==> config.mk <==
export PLATFORM = sky130hd
export DESIGN_NAME = light_timer
export DESIGN_NICKNAME = d
export VERILOG_FILES = /design/src/rtl/light_pkg.sv /design/src/rtl/tick_gen.sv /design/src/rtl/light_timer.sv
export SDC_FILE = /design/constraint.sdc
export NUM_CORES = 1
export LEC_CHECK = 0
export CAP_MARGIN = 25
export CORE_MARGIN = 2
export CORE_UTILIZATION = 57
export CTS_CLUSTER_SIZE = 8
export DETAILED_ROUTE_END_ITERATION = 8
export PLACE_DENSITY_LB_ADDON = 0.05
export SETUP_SLACK_MARGIN = 0.1
export SYNTH_ARGS = -nofsm -noshare
export SYNTH_HDL_FRONTEND = slang
export SYNTH_SLANG_ARGS = --single-unit
==> constraint.sdc <==
create_clock -name clk -period 2.7 [get_ports clk]
set_clock_uncertainty 0.1 [all_clocks]
set_input_delay 0.54 -clock clk [delete_from_list [all_inputs] [get_ports clk]]
set_output_delay 0.54 -clock clk [all_outputs]
set_load 0.01 [all_outputs]
==> src/rtl/light_pkg.sv <==
// Shared types and constants for the traffic light controller and its phase timer.
package light_pkg;

  localparam int unsigned DUR_W            = 5;
  localparam int unsigned TICK_DIV_DEFAULT = 50_000_000;

  typedef enum logic [1:0] {
    LOAD,
    RUN,
    DONE
  } timer_state_t;

  // Packs {tens, ones} BCD digits of a phase duration (0..31).
  function automatic logic [7:0] to_bcd(input logic [DUR_W-1:0] v);
    logic [3:0] tens;
    logic [3:0] ones;
    tens = 4'(v / DUR_W'(10));
    ones = 4'(v % DUR_W'(10));
    return {tens, ones};
  endfunction

endpackage

==> src/rtl/tick_gen.sv <==
// Prescaler dividing clk into a single-cycle tick every TICK_DIV cycles.
module tick_gen
  import light_pkg::*;
#(
  parameter int unsigned TICK_DIV = TICK_DIV_DEFAULT
) (
  input  logic clk,
  input  logic rst,
  input  logic clear,
  output logic tick
);

  localparam int unsigned   W    = (TICK_DIV > 1) ? $clog2(TICK_DIV) : 1;
  localparam logic [W-1:0]  LAST = W'(TICK_DIV - 1);

  logic [W-1:0] cnt;

  always_ff @(posedge clk) begin
    if (rst || clear) begin
      cnt <= '0;
    end else if (cnt == LAST) begin
      cnt <= '0;
    end else begin
      cnt <= cnt + W'(1);
    end
  end

  assign tick = (cnt == LAST);

endmodule

==> src/rtl/light_timer.sv <==
// Per-phase countdown timer feeding the light-sequencing FSM.
// Optional BCD display outputs are enabled with LIGHT_TIMER_BCD_EN.
module light_timer
  import light_pkg::*;
#(
  parameter int unsigned TICK_DIV = TICK_DIV_DEFAULT
) (
  input  logic             clk,
  input  logic             rst,
  input  logic [DUR_W-1:0] count,
  output logic             finish,
  output logic             pre_last,
  output logic [DUR_W-1:0] remaining
`ifdef LIGHT_TIMER_BCD_EN
  ,
  output logic [3:0]       sec_tens,
  output logic [3:0]       sec_ones
`endif
);

  timer_state_t     state;
  timer_state_t     state_nxt;
  logic [DUR_W-1:0] remaining_nxt;
  logic             tick;

  tick_gen #(
    .TICK_DIV(TICK_DIV)
  ) u_tick_gen (
    .clk  (clk),
    .rst  (rst),
    .clear(state != RUN),
    .tick (tick)
  );

  always_ff @(posedge clk) begin
    if (rst) begin
      state <= LOAD;
    end else begin
      state <= state_nxt;
    end
  end

  always_comb begin
    state_nxt     = state;
    remaining_nxt = remaining;
    case (state)
      LOAD: begin
        remaining_nxt = (count == '0) ? DUR_W'(1) : count;
        state_nxt     = RUN;
      end
      RUN: begin
        // The last second holds at 1 through DONE so pre_last stays up with finish.
        if (tick) begin
          if (remaining > DUR_W'(1)) begin
            remaining_nxt = remaining - DUR_W'(1);
          end else begin
            state_nxt = DONE;
          end
        end
      end
      DONE: begin
        remaining_nxt = '0;
        state_nxt     = LOAD;
      end
      default: begin
        remaining_nxt = '0;
        state_nxt     = LOAD;
      end
    endcase
  end

  always_ff @(posedge clk) begin
    if (rst) begin
      remaining <= '0;
    end else begin
      remaining <= remaining_nxt;
    end
  end

  assign finish   = (state == DONE);
  assign pre_last = (remaining == DUR_W'(1));

`ifdef LIGHT_TIMER_BCD_EN
  always_ff @(posedge clk) begin
    if (rst) begin
      {sec_tens, sec_ones} <= '0;
    end else begin
      {sec_tens, sec_ones} <= to_bcd(remaining_nxt);
    end
  end
`endif

endmodule

### Word-level counts from Yosys, hierarchy flattened

Index checks and enable logic that the tools add are counted.

* input port bits: 7
* word-level logic and storage cells: 27
* output and inout bits: 7
* bits in registers: 33

* add/subtract/negate cells: 2
* $lt $le $gt $ge: 1
* reduce and logical (&&, ||, !) cells: 6
* equality and inequality tests: 8
* muxes and demuxes: 7

Operator list (count)
* adder 26 x 1 -> 26 bit, second input constant: 1
* equality test 26 bit, second input constant: 1
* 2-to-1 mux 5 bit: 3
* one-hot mux 5 bit (2 select lines): 1
* != test 2 bit, second input constant: 3
* equality test 5 x 1 -> 1 bit, second input constant: 1
* > comparator 5 x 1 -> 1 bit, second input constant: 1
* zero test 5 bit: 1
* subtractor 5 x 1 -> 5 bit, second input constant: 1
* 2-to-1 mux 2 bit: 2
* one-hot mux 2 bit (2 select lines): 1
* AND reduction 2 bit: 2
* equality test 2 x 1 -> 1 bit, second input constant: 1
* equality test 2 bit, second input constant: 1
* zero test 2 bit: 1
* != test 2 x 1 -> 1 bit, second input constant: 1
* OR reduction 2 bit: 1
* logical OR 1 bit: 1

### Depth between registers and ports, before layout

* word-level depth: 4
* gate-level depth with buffers: 7
* mapped depth without buffers: 6

### Cells and area by module

A second synthesis with hierarchy kept.

* cells, all modules: 193
* area, all modules: 1715.4 um2

By module, submodules not included
* tick_gen: area an instance 1268.7 um2, sequential area each 520.5 um2, cells an instance 142, times used 1
* light_timer: area an instance 446.7 um2, sequential area each 140.1 um2, cells an instance 51, times used 1

### Worst setup path after synthesis

OpenSTA, ideal clock, no wires.

* path kind: reg2reg
* start point: register u_tick_gen.cnt[0]
* end point: register remaining[2]
* slack: 0.546 ns
* data required time: 2.479 ns
* setup time: 0.121 ns
* arrival: 1.933 ns
* cell stages (with the launch flop): 7
* buffers on the path: 1
* clock period less this slack: 2.154 ns
* path through: dfxtp_1 > ha_1 > nand2_1 > or3_1 > clkbuf_1 > o311ai_2 > mux2_2

* word-level cells in the longest chain between the ends: 3

Ends and longest elaborated chain
* start, declared: line tick_gen.sv:16 `logic [W-1:0] cnt;`
* start signal, assigned: line tick_gen.sv:24 `cnt <= cnt + W'(1);`
* equality test 26 bit: line tick_gen.sv:28 `assign tick = (cnt == LAST);`
* != test 2 bit (no line)
* AND reduction 2 bit (no line)
* end signal, assigned: line light_timer.sv:76 `remaining <= remaining_nxt;`
* end, declared: line light_timer.sv:13 `output logic [DUR_W-1:0] remaining`

No other way between the ends.
A chain may end at the register's enable or synchronous reset.

### Worst setup path after layout

* start point: register remaining[3]
* end point: output port pre_last

* word-level cells in the longest chain between the ends: 1

Ends and longest elaborated chain
* equality test 5 x 1 -> 1 bit: line light_timer.sv:81 `assign pre_last = (remaining == DUR_W'(1));`
* end, declared: line light_timer.sv:12 `output logic pre_last,`

No other way between the ends.

==> summary.md <==
| Metric | Value |
|---|---|
| Post-Syn Nets | 211 |
| Worst slew margin | 73.0% |
| Yosys reg bits | 33 |
| Yosys warning count | 0 |
| IO buf count | 13 |
| Die ar. | 0.00345 mm2 |
| Crit path max fanout | 6 |
| CTS sink cnt | 33 |
| Final hold violation count | 0 |
| First-pass GRT wire length | 5980 um |
| Total GRT Usage | 22.2% |
| Tcrit/Tclk final | 86.0% |
| # nets final | 226 |
| Post-route DRC | 2 |
| Post-synth EDFFs | 0 |
| Dominant synthesized flop cell | dfxtp_1 |
| Final setup viols | 0 |
| Wirelength per Cell | 14.2 um |
| GRT overflow | 0 |
| Routed Antenna Nets | 0 |
| Ports | 14 |
| Reg clk slew, reported paths | 0.09 ns |
| Req. time, crit path | 2.06 ns |
| Unique masters post-synth | 42 |
| Rows | 19 |
| Initial antenna violation count | 0 |
| Max-slew violations | 0 |
| Bufs on Longest Clock Path | 2 |
| Final HPWL DP | 2610 um |
| Clk Latency, worst-skew pair | 0.33 ns |
| Post-Syn Instances | 201 |
| Root Buffer | clkbuf_4 |
| Avg Cell Area, Syn | 8.50 um2 |
| Number of DRC markers in iteration 0 | 126 |
| Min cycle time layout | 2.32 ns |
| Gpl congestion | 0.940 |
| P&R area growth vs syn | 12.7% |
| Setup TNS | 0 ns |
| WP data arrival | 1.68 ns |
| Ant. Diodes | 0 |
| Crit path launch type | register |
| Post_cts resized | 0 |
| Outcome | finished with violations |
| Failing checks | DRC |
| Crit. End Element | output pin |
| Design Power | 0.000896 W |
| DR vias | 1528 |
| Worst-Margin Slew | 0.395 ns |
| Core Area | 0.00281 mm2 |
| RSZ-0062 raised after global routing | false |
| Number of global-route vias before repair | 1386 |
| Achievable frequency | 431 MHz |
| Max-cap violations | 0 |
| Final hold slack | 0.380 ns |
| Ys async rst share | 0% |
| Die X | 58.7 um |
| Via density | 6.16 |
| Syn Std Cell Area | 0.00171 mm2 |
| DR pass1 iterations | 6 |
| CTS tree | yes |
| Worst min path class | register to register |
| H-tree levels | 2 |
| Fillers | 226 |
| Final wirelength | 3510 um |
| Final core area utilization | 68.6% |
| Top cells by area, synth | dfxtp_1 (39%), xnor2_1 (4.6%), or3_1 (4.4%) |
| Post-CTS Setup Repair Bufs | 0 |
| Static Leak | 0.573 nW |
| CTS Hold Bufs | 0 |
| Cts bufs inserted | 5 |
| Largest area contributor in the synthesized netlist | dfxtp_1 |
| Yosys top cell area share | 38.7% |
| Worst IR Drop VDD | 0.000441 V |
| Post-synthesis sequential area ratio | 38.7% |
| Setup Crit Path Kind | register to output pin |
| Largest net degree at the start of global routing | 15 |
| Share of cells above drive strength 1 | 7.83% |
| Starting Density | 60.9% |
| PD cells | 466 mW/mm2 |
| Die Y-Extent | 58.7 um |
-- cells in the final DEF (no fill, tap or decap), types with 2 or more instances in the layout --
master,synthesis,layout
a21oi_1,12,12
a31oi_1,2,2
and2_1,2,2
and3_1,2,2
buf_4,0,2
clkbuf_4,0,5
clkbuf_8,0,2
clkdlybuf4s50_1,0,13
dfxtp_1,33,33
ha_1,3,3
inv_1,7,7
nand2_1,12,12
nand3_1,4,4
nand4_1,10,10
nor2_1,19,19
nor3_1,4,4
nor3b_1,3,3
nor4_1,7,7
nor4bb_1,2,2
o211ai_1,2,2
o21ai_0,12,12
o31ai_1,5,5
or3_1,12,12
or4_1,9,9
or4_4,2,2
xnor2_1,9,9
xor2_1,5,5
-- routing by layer --
| metal | part of all wire (%) | global-route usage (%) | up-vias | wire length [um] |
|---|---|---|---|---|
| met1 | 47 | 29.9 | 706 | 1670 |
| met4 | 1.2 | 7.79 | 0 | 42 |
| met5 | 0 | 0 | - | 0 |
| li1 | - | - | 780 | - |
| met3 | 5.9 | 5.71 | 7 | 206 |
| met2 | 45 | 34.4 | 35 | 1600 |
-- state kept, by name, summed over array words and instances, names as in the netlist --
register        cells
u_tick_gen.cnt     26
state               2
remaining           5
-- critical path, cell delays in order, from the launching register on --
cell and delay (ns):
dfxtp_1 0.38, nor3_1 0.29, and2_1 0.17, clkdlybuf4s50_1 0.53
-- logic make-up (layout without fill, tap and decap cells) --
| kind of cell | count (synthesis) | after routing | synth area share, % |
|---|---|---|---|
| buffers and inverters | 14 | 30 | 3.74 |
| and+or+nand+nor | 94 | 94 | 31.8 |
| AOI/OAI and AO/OA | 41 | 41 | 15.2 |
| DFF | 33 | 33 | 38.7 |
| xor gates and xnor gates | 14 | 14 | 7.18 |
| muxes | 2 | 2 | 1.25 |
| adders and majority gates | 3 | 3 | 2.20 |
-- final timing paths --
path              slack (ns)                      endpoint  cells after the start                         start
setup / recovery        0.38                      pre_last                      3     remaining[3]$_SDFFE_PP0P_
hold / removal          0.38  u_tick_gen.cnt[0]$_SDFF_PP0_                      1  u_tick_gen.cnt[0]$_SDFF_PP0_
setup reg to reg        0.43     remaining[2]$_SDFFE_PP0P_                      5  u_tick_gen.cnt[0]$_SDFF_PP0_
hold reg to reg         0.38  u_tick_gen.cnt[0]$_SDFF_PP0_                      1  u_tick_gen.cnt[0]$_SDFF_PP0_
-- final cells by class --
cell class              instances  area [um2]  share of cell area (%)
clock buffers                   7        65.1                    3.38
clock inverters                 1        5.00                   0.260
inverters                       7        26.3                    1.37
multi-input cells             154         983                    51.1
flip-flops and latches         33         661                    34.3
well taps                      31        38.8                    2.02
repair buffers                 15         145                    7.54
-- power by group --
group          internal (W)  switching, W  total [W]
registers          0.000495     0.0000143   0.000509
clock network      0.000151      0.000153   0.000304
logic             0.0000447     0.0000382  0.0000829
-- stage by stage --
step | instance area (um2) | cells | setup slack [ns]
floorplan | 1710 | 201 | 0.546
global placement | 1850 | 240 | 0.506
detailed placement | 1850 | 240 | 0.433
CTS | 1920 | 248 | 0.370
global route | 1920 | 248 | 0.251
finish | 1920 | 248 | 0.378
-- cell usage after synthesis (2+ instances only) --
library cell	instances
buf_2	3
o211ai_1	2
dfxtp_1	33
nor2_1	19
a31oi_1	2
ha_1	3
nor3b_1	3
xnor2_1	9
o21ai_0	12
or4_1	9
inv_1	7
nor3_1	4
nor4bb_1	2
xor2_1	5
nand2_1	12
nand3_1	4
nand4_1	10
or3_1	12
nor4_1	7
clkbuf_1	3
a21oi_1	12
o31ai_1	5
and3_1	2
or4_4	2
and2_1	2
(Power assumes the default switching activity.)
